## src/rtl/pe_pkg.sv

```systemverilog
// Shared sizing helpers and saturation bounds for the MACC processing elements.
package pe_pkg;

    localparam int unsigned SAT_CONST_W = 256;
    typedef logic signed [SAT_CONST_W-1:0] sat_const_t;

    function automatic int unsigned prod_width(input int unsigned act_w, input int unsigned wgt_w);
        return act_w + wgt_w + 1;
    endfunction

    function automatic int unsigned dot_width(input int unsigned act_w, input int unsigned wgt_w,
                                              input int unsigned lanes);
        return prod_width(act_w, wgt_w) + $clog2(lanes);
    endfunction

    function automatic int unsigned max_width(input int unsigned x, input int unsigned y);
        return (x > y) ? x : y;
    endfunction

    // Bounds are built wide and truncated by the caller to its own arithmetic width.
    function automatic sat_const_t sat_max(input int unsigned out_w);
        sat_const_t r;
        r = '0;
        r[out_w-1] = 1'b1;
        return r - sat_const_t'(1);
    endfunction

    function automatic sat_const_t sat_min(input int unsigned out_w);
        sat_const_t r;
        r = '1;
        return r << (out_w - 1);
    endfunction

endpackage

```

## src/rtl/macc_lane_mult.sv

```systemverilog
// One lane: activation extension selected by act_signed, then signed multiply by the weight.
module macc_lane_mult #(
    parameter int unsigned ACT_BITWIDTH = 16,
    parameter int unsigned WGT_BITWIDTH = 16
) (
    input  logic [ACT_BITWIDTH-1:0]                       a,
    input  logic [WGT_BITWIDTH-1:0]                       w,
    input  logic                                          act_signed,
    output logic signed [ACT_BITWIDTH+WGT_BITWIDTH:0]     prod
);

    logic signed [ACT_BITWIDTH:0] a_ext;

    assign a_ext = {act_signed & a[ACT_BITWIDTH-1], a};
    assign prod  = a_ext * $signed(w);

endmodule

```

## src/rtl/macc_vec_pipe.sv

```systemverilog
// Two-stage multi-lane MACC: S1 registers lane products, S2 sums, accumulates, saturates and emits.
module macc_vec_pipe
    import pe_pkg::*;
#(
    parameter int unsigned NUM_LANES       = 4,
    parameter int unsigned ACT_BITWIDTH    = 16,
    parameter int unsigned WGT_BITWIDTH    = 16,
    parameter int unsigned SUM_IN_BITWIDTH = 64,
    parameter int unsigned OUT_BITWIDTH    = 64
) (
    input  logic                                   clk,
    input  logic                                   reset_n,
    input  logic                                   in_valid,
    output logic                                   in_ready,
    input  logic [NUM_LANES*ACT_BITWIDTH-1:0]      a_in,
    input  logic [NUM_LANES*WGT_BITWIDTH-1:0]      w_in,
    input  logic signed [SUM_IN_BITWIDTH-1:0]      sum_in,
    input  logic                                   act_signed,
    input  logic                                   in_first,
    input  logic                                   in_last,
    output logic                                   out_valid,
    input  logic                                   out_ready,
    output logic signed [OUT_BITWIDTH-1:0]         out,
    output logic                                   out_sat
);

    localparam int unsigned PROD_W = prod_width(ACT_BITWIDTH, WGT_BITWIDTH);
    localparam int unsigned DOT_W  = dot_width(ACT_BITWIDTH, WGT_BITWIDTH, NUM_LANES);
    localparam int unsigned SUM_W  = max_width(OUT_BITWIDTH, DOT_W) + 1;

    localparam logic signed [SUM_W-1:0] SAT_MAX = SUM_W'(sat_max(OUT_BITWIDTH));
    localparam logic signed [SUM_W-1:0] SAT_MIN = SUM_W'(sat_min(OUT_BITWIDTH));

    logic stall;

    logic signed [PROD_W-1:0]           prod    [NUM_LANES];
    logic signed [PROD_W-1:0]           s1_prod [NUM_LANES];
    logic                               s1_valid;
    logic                               s1_first;
    logic                               s1_last;
    logic signed [SUM_IN_BITWIDTH-1:0]  s1_sum_in;

    logic signed [OUT_BITWIDTH-1:0]     acc;
    logic                               sat_flag;

    logic signed [DOT_W-1:0]            dot;
    logic signed [OUT_BITWIDTH-1:0]     seed;
    logic signed [SUM_W-1:0]            sum_full;
    logic                               clamp;
    logic signed [OUT_BITWIDTH-1:0]     next_acc;
    logic                               next_flag;

    assign stall    = out_valid && !out_ready;
    assign in_ready = !stall;

    for (genvar g = 0; g < NUM_LANES; g++) begin : g_lane
        macc_lane_mult #(
            .ACT_BITWIDTH(ACT_BITWIDTH),
            .WGT_BITWIDTH(WGT_BITWIDTH)
        ) u_mult (
            .a         (a_in[g*ACT_BITWIDTH +: ACT_BITWIDTH]),
            .w         (w_in[g*WGT_BITWIDTH +: WGT_BITWIDTH]),
            .act_signed(act_signed),
            .prod      (prod[g])
        );
    end

    // S1: a held beat stays registered while the output is stalled.
    always_ff @(posedge clk or negedge reset_n) begin
        if (!reset_n) begin
            s1_valid  <= 1'b0;
            s1_first  <= 1'b0;
            s1_last   <= 1'b0;
            s1_sum_in <= '0;
            for (int unsigned i = 0; i < NUM_LANES; i++) begin
                s1_prod[i] <= '0;
            end
        end else if (!stall) begin
            s1_valid  <= in_valid;
            s1_first  <= in_first;
            s1_last   <= in_last;
            s1_sum_in <= sum_in;
            for (int unsigned i = 0; i < NUM_LANES; i++) begin
                s1_prod[i] <= prod[i];
            end
        end
    end

    always_comb begin
        dot = '0;
        for (int unsigned i = 0; i < NUM_LANES; i++) begin
            dot = dot + DOT_W'(s1_prod[i]);
        end
        seed      = s1_first ? OUT_BITWIDTH'(s1_sum_in) : acc;
        sum_full  = SUM_W'(seed) + SUM_W'(dot);
        clamp     = 1'b0;
        next_acc  = OUT_BITWIDTH'(sum_full);
        if (sum_full > SAT_MAX) begin
            clamp    = 1'b1;
            next_acc = OUT_BITWIDTH'(SAT_MAX);
        end else if (sum_full < SAT_MIN) begin
            clamp    = 1'b1;
            next_acc = OUT_BITWIDTH'(SAT_MIN);
        end
        next_flag = (s1_first ? 1'b0 : sat_flag) | clamp;
    end

    // S2: when not stalled, out_valid either clears (handshake or idle) or reloads on a last beat.
    always_ff @(posedge clk or negedge reset_n) begin
        if (!reset_n) begin
            acc       <= '0;
            sat_flag  <= 1'b0;
            out       <= '0;
            out_sat   <= 1'b0;
            out_valid <= 1'b0;
        end else if (!stall) begin
            out_valid <= s1_valid && s1_last;
            if (s1_valid) begin
                acc      <= next_acc;
                sat_flag <= next_flag;
                if (s1_last) begin
                    out     <= next_acc;
                    out_sat <= next_flag;
                end
            end
        end
    end

endmodule

```

## config.mk

```make
export PLATFORM = sky130hd
export DESIGN_NAME = macc_vec_pipe
export DESIGN_NICKNAME = d
export VERILOG_FILES = /design/src/rtl/pe_pkg.sv /design/src/rtl/macc_lane_mult.sv /design/src/rtl/macc_vec_pipe.sv
export SDC_FILE = /design/constraint.sdc
export NUM_CORES = 2
export LEC_CHECK = 0
export CAP_MARGIN = 0
export CORE_MARGIN = 5
export CORE_UTILIZATION = 50
export CTS_CLUSTER_DIAMETER = 150
export DETAILED_ROUTE_END_ITERATION = 8
export GPL_TIMING_DRIVEN = 1
export PLACE_DENSITY = 0.73
export SETUP_SLACK_MARGIN = 0.15
export SYNTH_ARGS = -nofsm -noshare
export SYNTH_HDL_FRONTEND = slang
export SYNTH_SLANG_ARGS = --single-unit
```

## constraint.sdc

```tcl
create_clock -name clk -period 8.5 [get_ports clk]
set_input_delay 2.125 -clock clk [delete_from_list [all_inputs] [get_ports clk]]
set_output_delay 2.125 -clock clk [all_outputs]
set_load 0.005 [all_outputs]
```

# Word level (Yosys, flattened, before mapping)
# Index checks and enable logic that the tools add are counted.
word_totals:
  out_inout_bits: 67
  in_bits: 199
  elab_cells: 41
  regBits: 330
classes:
  n_reduce_logical: 6
  addsub: 4
  order_cmp: 2
  multipliers: 4
  muxes: 6
  bitwise: 6
op_table:
  columns: ["cell", "count"]
  rows:
  - ["64-bit two-way mux", 3]
  - ["17-bit by 16-bit multiplier with 33-bit output", 4]
  - ["64-bit by 35-bit adder with 65-bit output", 1]
  - ["65-bit by 64-bit > comparator with 1-bit output (second input constant)", 1]
  - ["65-bit by 64-bit less-than comparator with 1-bit output (second input constant)", 1]
  - ["34-bit by 33-bit adder with 35-bit output", 1]
  - ["35-bit by 33-bit adder with 35-bit output", 1]
  - ["33-bit by 33-bit adder with 34-bit output", 1]
  - ["1-bit AND", 4]
  - ["1-bit two-way mux", 3]
  - ["3-bit AND reduction", 1]
  - ["1-bit logical AND", 2]
  - ["1-bit zero test", 2]
  - ["2-bit AND reduction", 1]
  - ["1-bit NOT", 1]
  - ["1-bit OR", 1]

# Depth between registers and ports, before layout
depth:
  ltp_word: 8
  mapped_depth: 25
  mapped_depth_nobuf: 24

# Modules after synthesis
# Synthesis repeated with hierarchy kept, for this count alone.
unflattened:
  cells_unflattened: 6803
  area_unflattened_um2: 62542.5
modules_own_cells:
  columns: ["module", "n_inst", "area_per_inst_um2", "seq_area_each_um2", "cells_each"]
  rows:
  - ["macc_vec_pipe", 1, 20714.9, 8257.9, 2118]
  - ["macc_lane_mult (g_lane[0].u_mult)", 1, 10508.8, 0.0, 1183]
  - ["macc_lane_mult (g_lane[1].u_mult)", 1, 10491.3, 0.0, 1184]
  - ["macc_lane_mult (g_lane[3].u_mult)", 1, 10486.3, 0.0, 1170]
  - ["macc_lane_mult (g_lane[2].u_mult)", 1, 10341.2, 0.0, 1148]

# Worst setup path after synthesis
# Ideal clock, no wire load.
synth_timing:
  kind: "input port to flip-flop"
  startpoint: "input port act_signed"
  endpoint: "register s1_prod[65] (netlist bit)"
  setup_slack_ns: 0.143
  arrival_ns: 8.220
  setup_ns: 0.137
  stages: 24
  required_ns: 8.363
  path_buffers: 2
  path_cell_list: "and2_1 clkbuf_1 nand2_1 inv_1 fa_1 inv_1 fa_1 fa_1 fa_1 fa_1 inv_1 fa_1 ha_1 buf_2 a21o_1 a21o_1 a21o_1 a2111oi_1 o31ai_1 a2111oi_0 o21ai_0 a31oi_1 xnor2_1 a21oi_1"
synth_via:
  elab_chain_len: 2
synth_lines:
  columns: ["item", "line", "text"]
  rows:
  - ["start, declared", "macc_vec_pipe.sv:18", "input logic act_signed,"]
  - ["1-bit AND", "macc_lane_mult.sv:14", "assign a_ext = {act_signed & a[ACT_BITWIDTH-1], a};"]
  - ["17-bit by 16-bit multiplier with 33-bit output", "macc_lane_mult.sv:15", "assign prod = a_ext * $signed(w);"]
  - ["end signal, assigned by index", "macc_vec_pipe.sv:84", "s1_prod[i] <= prod[i];"]
  - ["end, declared", "macc_vec_pipe.sv:37", "logic signed [PROD_W-1:0] s1_prod [NUM_LANES];"]
# Every way passes these cells.
# A chain may end at the register's enable or synchronous reset.

# Final worst setup path
layout_timing:
  startpoint: "input port w_in[36]"
  endpoint: "register s1_prod[55] (netlist bit)"
layout_via:
  elab_chain_len: 1
layout_lines:
  columns: ["item", "line", "text"]
  rows:
  - ["start, declared", "macc_vec_pipe.sv:16", "input logic [NUM_LANES*WGT_BITWIDTH-1:0] w_in,"]
  - ["17-bit by 16-bit multiplier with 33-bit output", "macc_lane_mult.sv:15", null]
# Every way passes these cells.

==> summary.md <==
| Metric | Value |
|---|---|
| Status | `finished, final reports clean` |
| Fin worst setup slack | `0.345 ns` |
| Gr usage total | `0.253` |
| Proportion of synthesized area in mux cells | `0.0203` |
| Largest family of logic cells by synthesized area | `adder cells` |
| Final hold viol count | `0` |
| Worst Skew | `0.0268 ns` |
| Max-cap violations | `0` |
| Post-synth EDFFs | `0` |
| Clk slew on worst S/H paths | `roughly 0.06 ns` |
| Max-slew headroom | `0.216` |
| IO buf count | `around 270` |
| Most frequent CP cell | `fa_1` |
| Setup Viol. Count Final | `0` |
| DPL Wire Length | `~140000 µm` |
| Worst path arrival time | `~8.6 ns` |
| Compound-Gate Fraction of Synth Area | `0.0800` |
| Setup CP Type | `in -> reg` |
| RSZ-0062 raised after global routing | `no` |
| # fillers | `10678` |
| CTS Buf Count | `36` |
| CTS H-tree depth | `2` |
| Clock Sinks | `330` |
| Top cells by area, synth | `fa_1 (40%), dfrtp_1 (13%), inv_1 (9.3%), ha_1 (8.1%), nand2_1 (6.5%)` |
| Final Critical Period | `around 8.2 ns` |
| Hold EP | `sat_flag$_DFFE_PN0P_` |
| Final #Nets | `roughly 9200` |
| Syn. warnings | `0` |
| Mapped Cells | `between 6000 and 7000` |
| Clock tree buffer depth | `3` |
| Register area | `~0.0083 mm²` |
| FFs w/ async S/R, synth | `1.00` |
| Crit path capture type | `flop` |
| Startpoint types | `input pin` |
| CTS Hold Buffers Added | `0` |
| CP max stage delay | `about 0.57 ns` |
| Post-synth top cells | `inv_1 (1538), fa_1 (1236), nand2_1 (1073)` |
| Top Ports | `about 270` |
| Core Area | `between 0.1 and 0.15 mm²` |
| Wire per inst | `approximately 18 µm` |
| Vias per cell | `~5.3` |
| Hold_sp | `sat_flag$_DFFE_PN0P_` |
| Worst skew pair latency | `a little under 0.6 ns` |
| Routability cong. | `between 0.9 and 1` |
| Sequential-to-total area share from yosys stat | `0.134` |
| DIE AREA | `around 0.13 mm²` |
| Largest delay contributor family on the critical path | `adder cells` |
| Path depth of the worst reg2reg path | `16` |
| Syn Area/Cell | `between 9 and 10 µm²` |
| Mapped Area | `slightly above 0.06 mm²` |
| Setup slack, reg-to-reg | `around 1.3 ns` |
| Multi-input logic area | `about 0.047 mm²` |
| HP Class | `reg -> reg` |
| Max Slew Vio Count | `0` |
| Final worst-path cycle share | `0.959` |
| Crit path max fanout | `8` |
| DIE HEIGHT | `361 µm` |
| Seq cells post-synth | `330` |
| CTS tree | `done` |
| DRC violations left | `0` |
| Initial DRC Count | `between 3000 and 4000` |
| Routed Antenna Nets | `0` |
| Share of cells above drive strength 1 | `0.0892` |
| Synth Area in Simple Gates | `0.144` |
| Worst EP required | `8.90 ns` |
| Syn_nets | `8680` |
| Slowest cell on the critical path | `fa_1` |
| Adder-Cell Fraction of Synth Area | `0.482` |
| XOR/XNOR Fraction of Synth Area | `0.0271` |
| Synth cell types | `81` |
| Post-placement cell count | `8923` |
| Hold Path Cell Cnt | `2` |
| Worst Tran Pin Value | `around 1.2 ns` |
| Reg-to-Reg Start | `s1_prod[65]$_DFFE_PN0N_` |
| Largest net degree at the start of global routing | `138` |
| Non-Filler Instances | `~9000` |
| Clock root cell | `clkbuf_16` |
| Count leader, synth | `inv_1` |
| Routed via count | `between 40000 and 50000` |
| First-pass GRT wire length | `~270000 µm` |
| Starting Density | `0.501` |
| Top-area cell type share of the netlist area | `0.401` |
| GRT overflow | `0` |
| Die X | `~360 µm` |
| WP buf/inv | `9` |
| Initial antenna violation count | `2` |
| Reg2reg end | `acc[22]$_DFFE_PN0P_` |
| Area delta synth->final | `14.3%` |
| DRT Pass-1 Iters | `6` |
| Peak Freq | `123 MHz` |
| Total Routed Length | `~160000 µm` |
| # rows | `around 130` |
| Post-Place Setup Slack | `-0.604 ns` |
| Area leader, netlist | `fa_1` |
| Post-synth top flop | `dfrtp_1` |
| Vias in the first global route | `roughly 51000` |
==> worst register-to-register path, stage by stage, from the launching register on <==
cell and delay [ns]:
dfrtp_1 0.47, fa_1 0.53, fa_1 0.80, inv_1 0.66
fa_1 0.74, inv_1 0.06, ha_1 0.47, nand4_1 0.23
or3_1 0.45, nor3_2 0.17, nand4b_1 0.17, o31a_1 0.32
a211oi_4 0.32, and3_1 0.72, buf_4 0.36, o21ai_0 0.22
mux2_2 0.37
==> worst max path at each step <==
stage          startpoint                      end  depth (start not counted)
3_3_place_gp   act_signed  s1_prod[32]$_DFFE_PN0N_                         25
5_1_grt          w_in[36]  s1_prod[55]$_DFFE_PN0N_                         27
4_1_cts        act_signed  s1_prod[32]$_DFFE_PN0N_                         26
2_1_floorplan  act_signed  s1_prod[65]$_DFFE_PN0N_                         24
3_5_place_dp   act_signed  s1_prod[32]$_DFFE_PN0N_                         25
6_report         w_in[36]  s1_prod[55]$_DFFE_PN0N_                         27
==> timing repair <==
item | in CTS | in global routing
setup buffers | 0 | 4
cloned | 0 | 1
endpoints found under the setup margin | 6 | 40
pin swaps | 7 | 17
gates resized for setup | 3 | 50
==> placed cells by master, fill, tap and decap left out, drive strengths merged, types with 9 or more instances in the layout <==
master | Yosys | final
and2 | 398 | 398
o21a | 21 | 21
buf | 46 | 483
and3 | 48 | 48
fa | 1236 | 1236
a21o | 99 | 99
or3 | 13 | 13
a21boi | 11 | 11
inv | 1538 | 1542
o211ai | 13 | 13
nor3b | 9 | 9
a31oi | 22 | 22
nor3 | 34 | 34
nand2b | 71 | 71
mux2i | 61 | 61
mux2 | 57 | 57
xnor2 | 118 | 118
a211oi | 23 | 23
ha | 399 | 399
o21ai | 236 | 236
o21bai | 32 | 32
a21oi | 253 | 253
dlymetal6s2s | 0 | 16
nor2b | 15 | 15
nand4 | 31 | 31
nand3 | 43 | 43
dfrtp | 330 | 330
nor2 | 169 | 169
a2111oi | 9 | 9
o31ai | 13 | 13
nand2 | 1073 | 1073
clkbuf | 257 | 48
xor2 | 73 | 73
clkdlybuf4s50 | 0 | 248
==> sequential cells by signal, indices dropped and copies added, names as in the netlist <==
| signal | count |
|---|---|
| s1_prod | 132 |
| acc | 64 |
| out | 64 |
| s1_sum_in | 64 |
| out_sat | 1 |
| out_valid | 1 |
| s1_first | 1 |
| s1_last | 1 |
| s1_valid | 1 |
| sat_flag | 1 |
==> routing by layer <==
layer,vias to the layer above,part of all wire,GRT usage
li1,21575,-,-
met1,23837,0.42,0.347
met2,1541,0.46,0.406
met3,291,0.070,0.0435
met4,2,0.045,0.0968
met5,-,0.000086,0
==> logic make-up (layout without fill, tap and decap cells) <==
group           Yosys count  count (layout)
buf+inv                1841            2350
mux                     118             118
xor+xnor                191             191
flops                   330             330
fa+ha+maj              1635            1635
compound gates          804             804
other cells               0               1
simple gates           1927            1927
==> through the flow <==
| stage | setup TNS [ns] | hold slack, ns | area, µm² | util |
|---|---|---|---|---|
| final | 0 | 0.467 | 70600 | 0.573 |
| after global routing | 0 | 0.494 | 70600 | 0.573 |
| after CTS | 0 | 0.470 | 70300 | 0.571 |
| after detailed placement | -10.91 | 0.456 | 69100 | 0.561 |
| after global placement | -6.95 | 0.451 | 69100 | 0.561 |
| after floorplan | 0 | 0.433 | 61700 | - |
==> area by class of cell <==
type | instances | area share
Multi-Input combinational cell | 4675 | 0.661
Clock inverter | 17 | 0.00364
Antenna cell | 1 | 0.0000355
Sequential cell | 330 | 0.117
Clock buffer | 47 | 0.0141
Inverter | 1538 | 0.0819
Timing Repair Buffer | 748 | 0.0929
Tap cell | 1637 | 0.0290
Power is not shown: default switching activity piles up to over one toggle a cycle in this logic, so the estimate is an artifact.
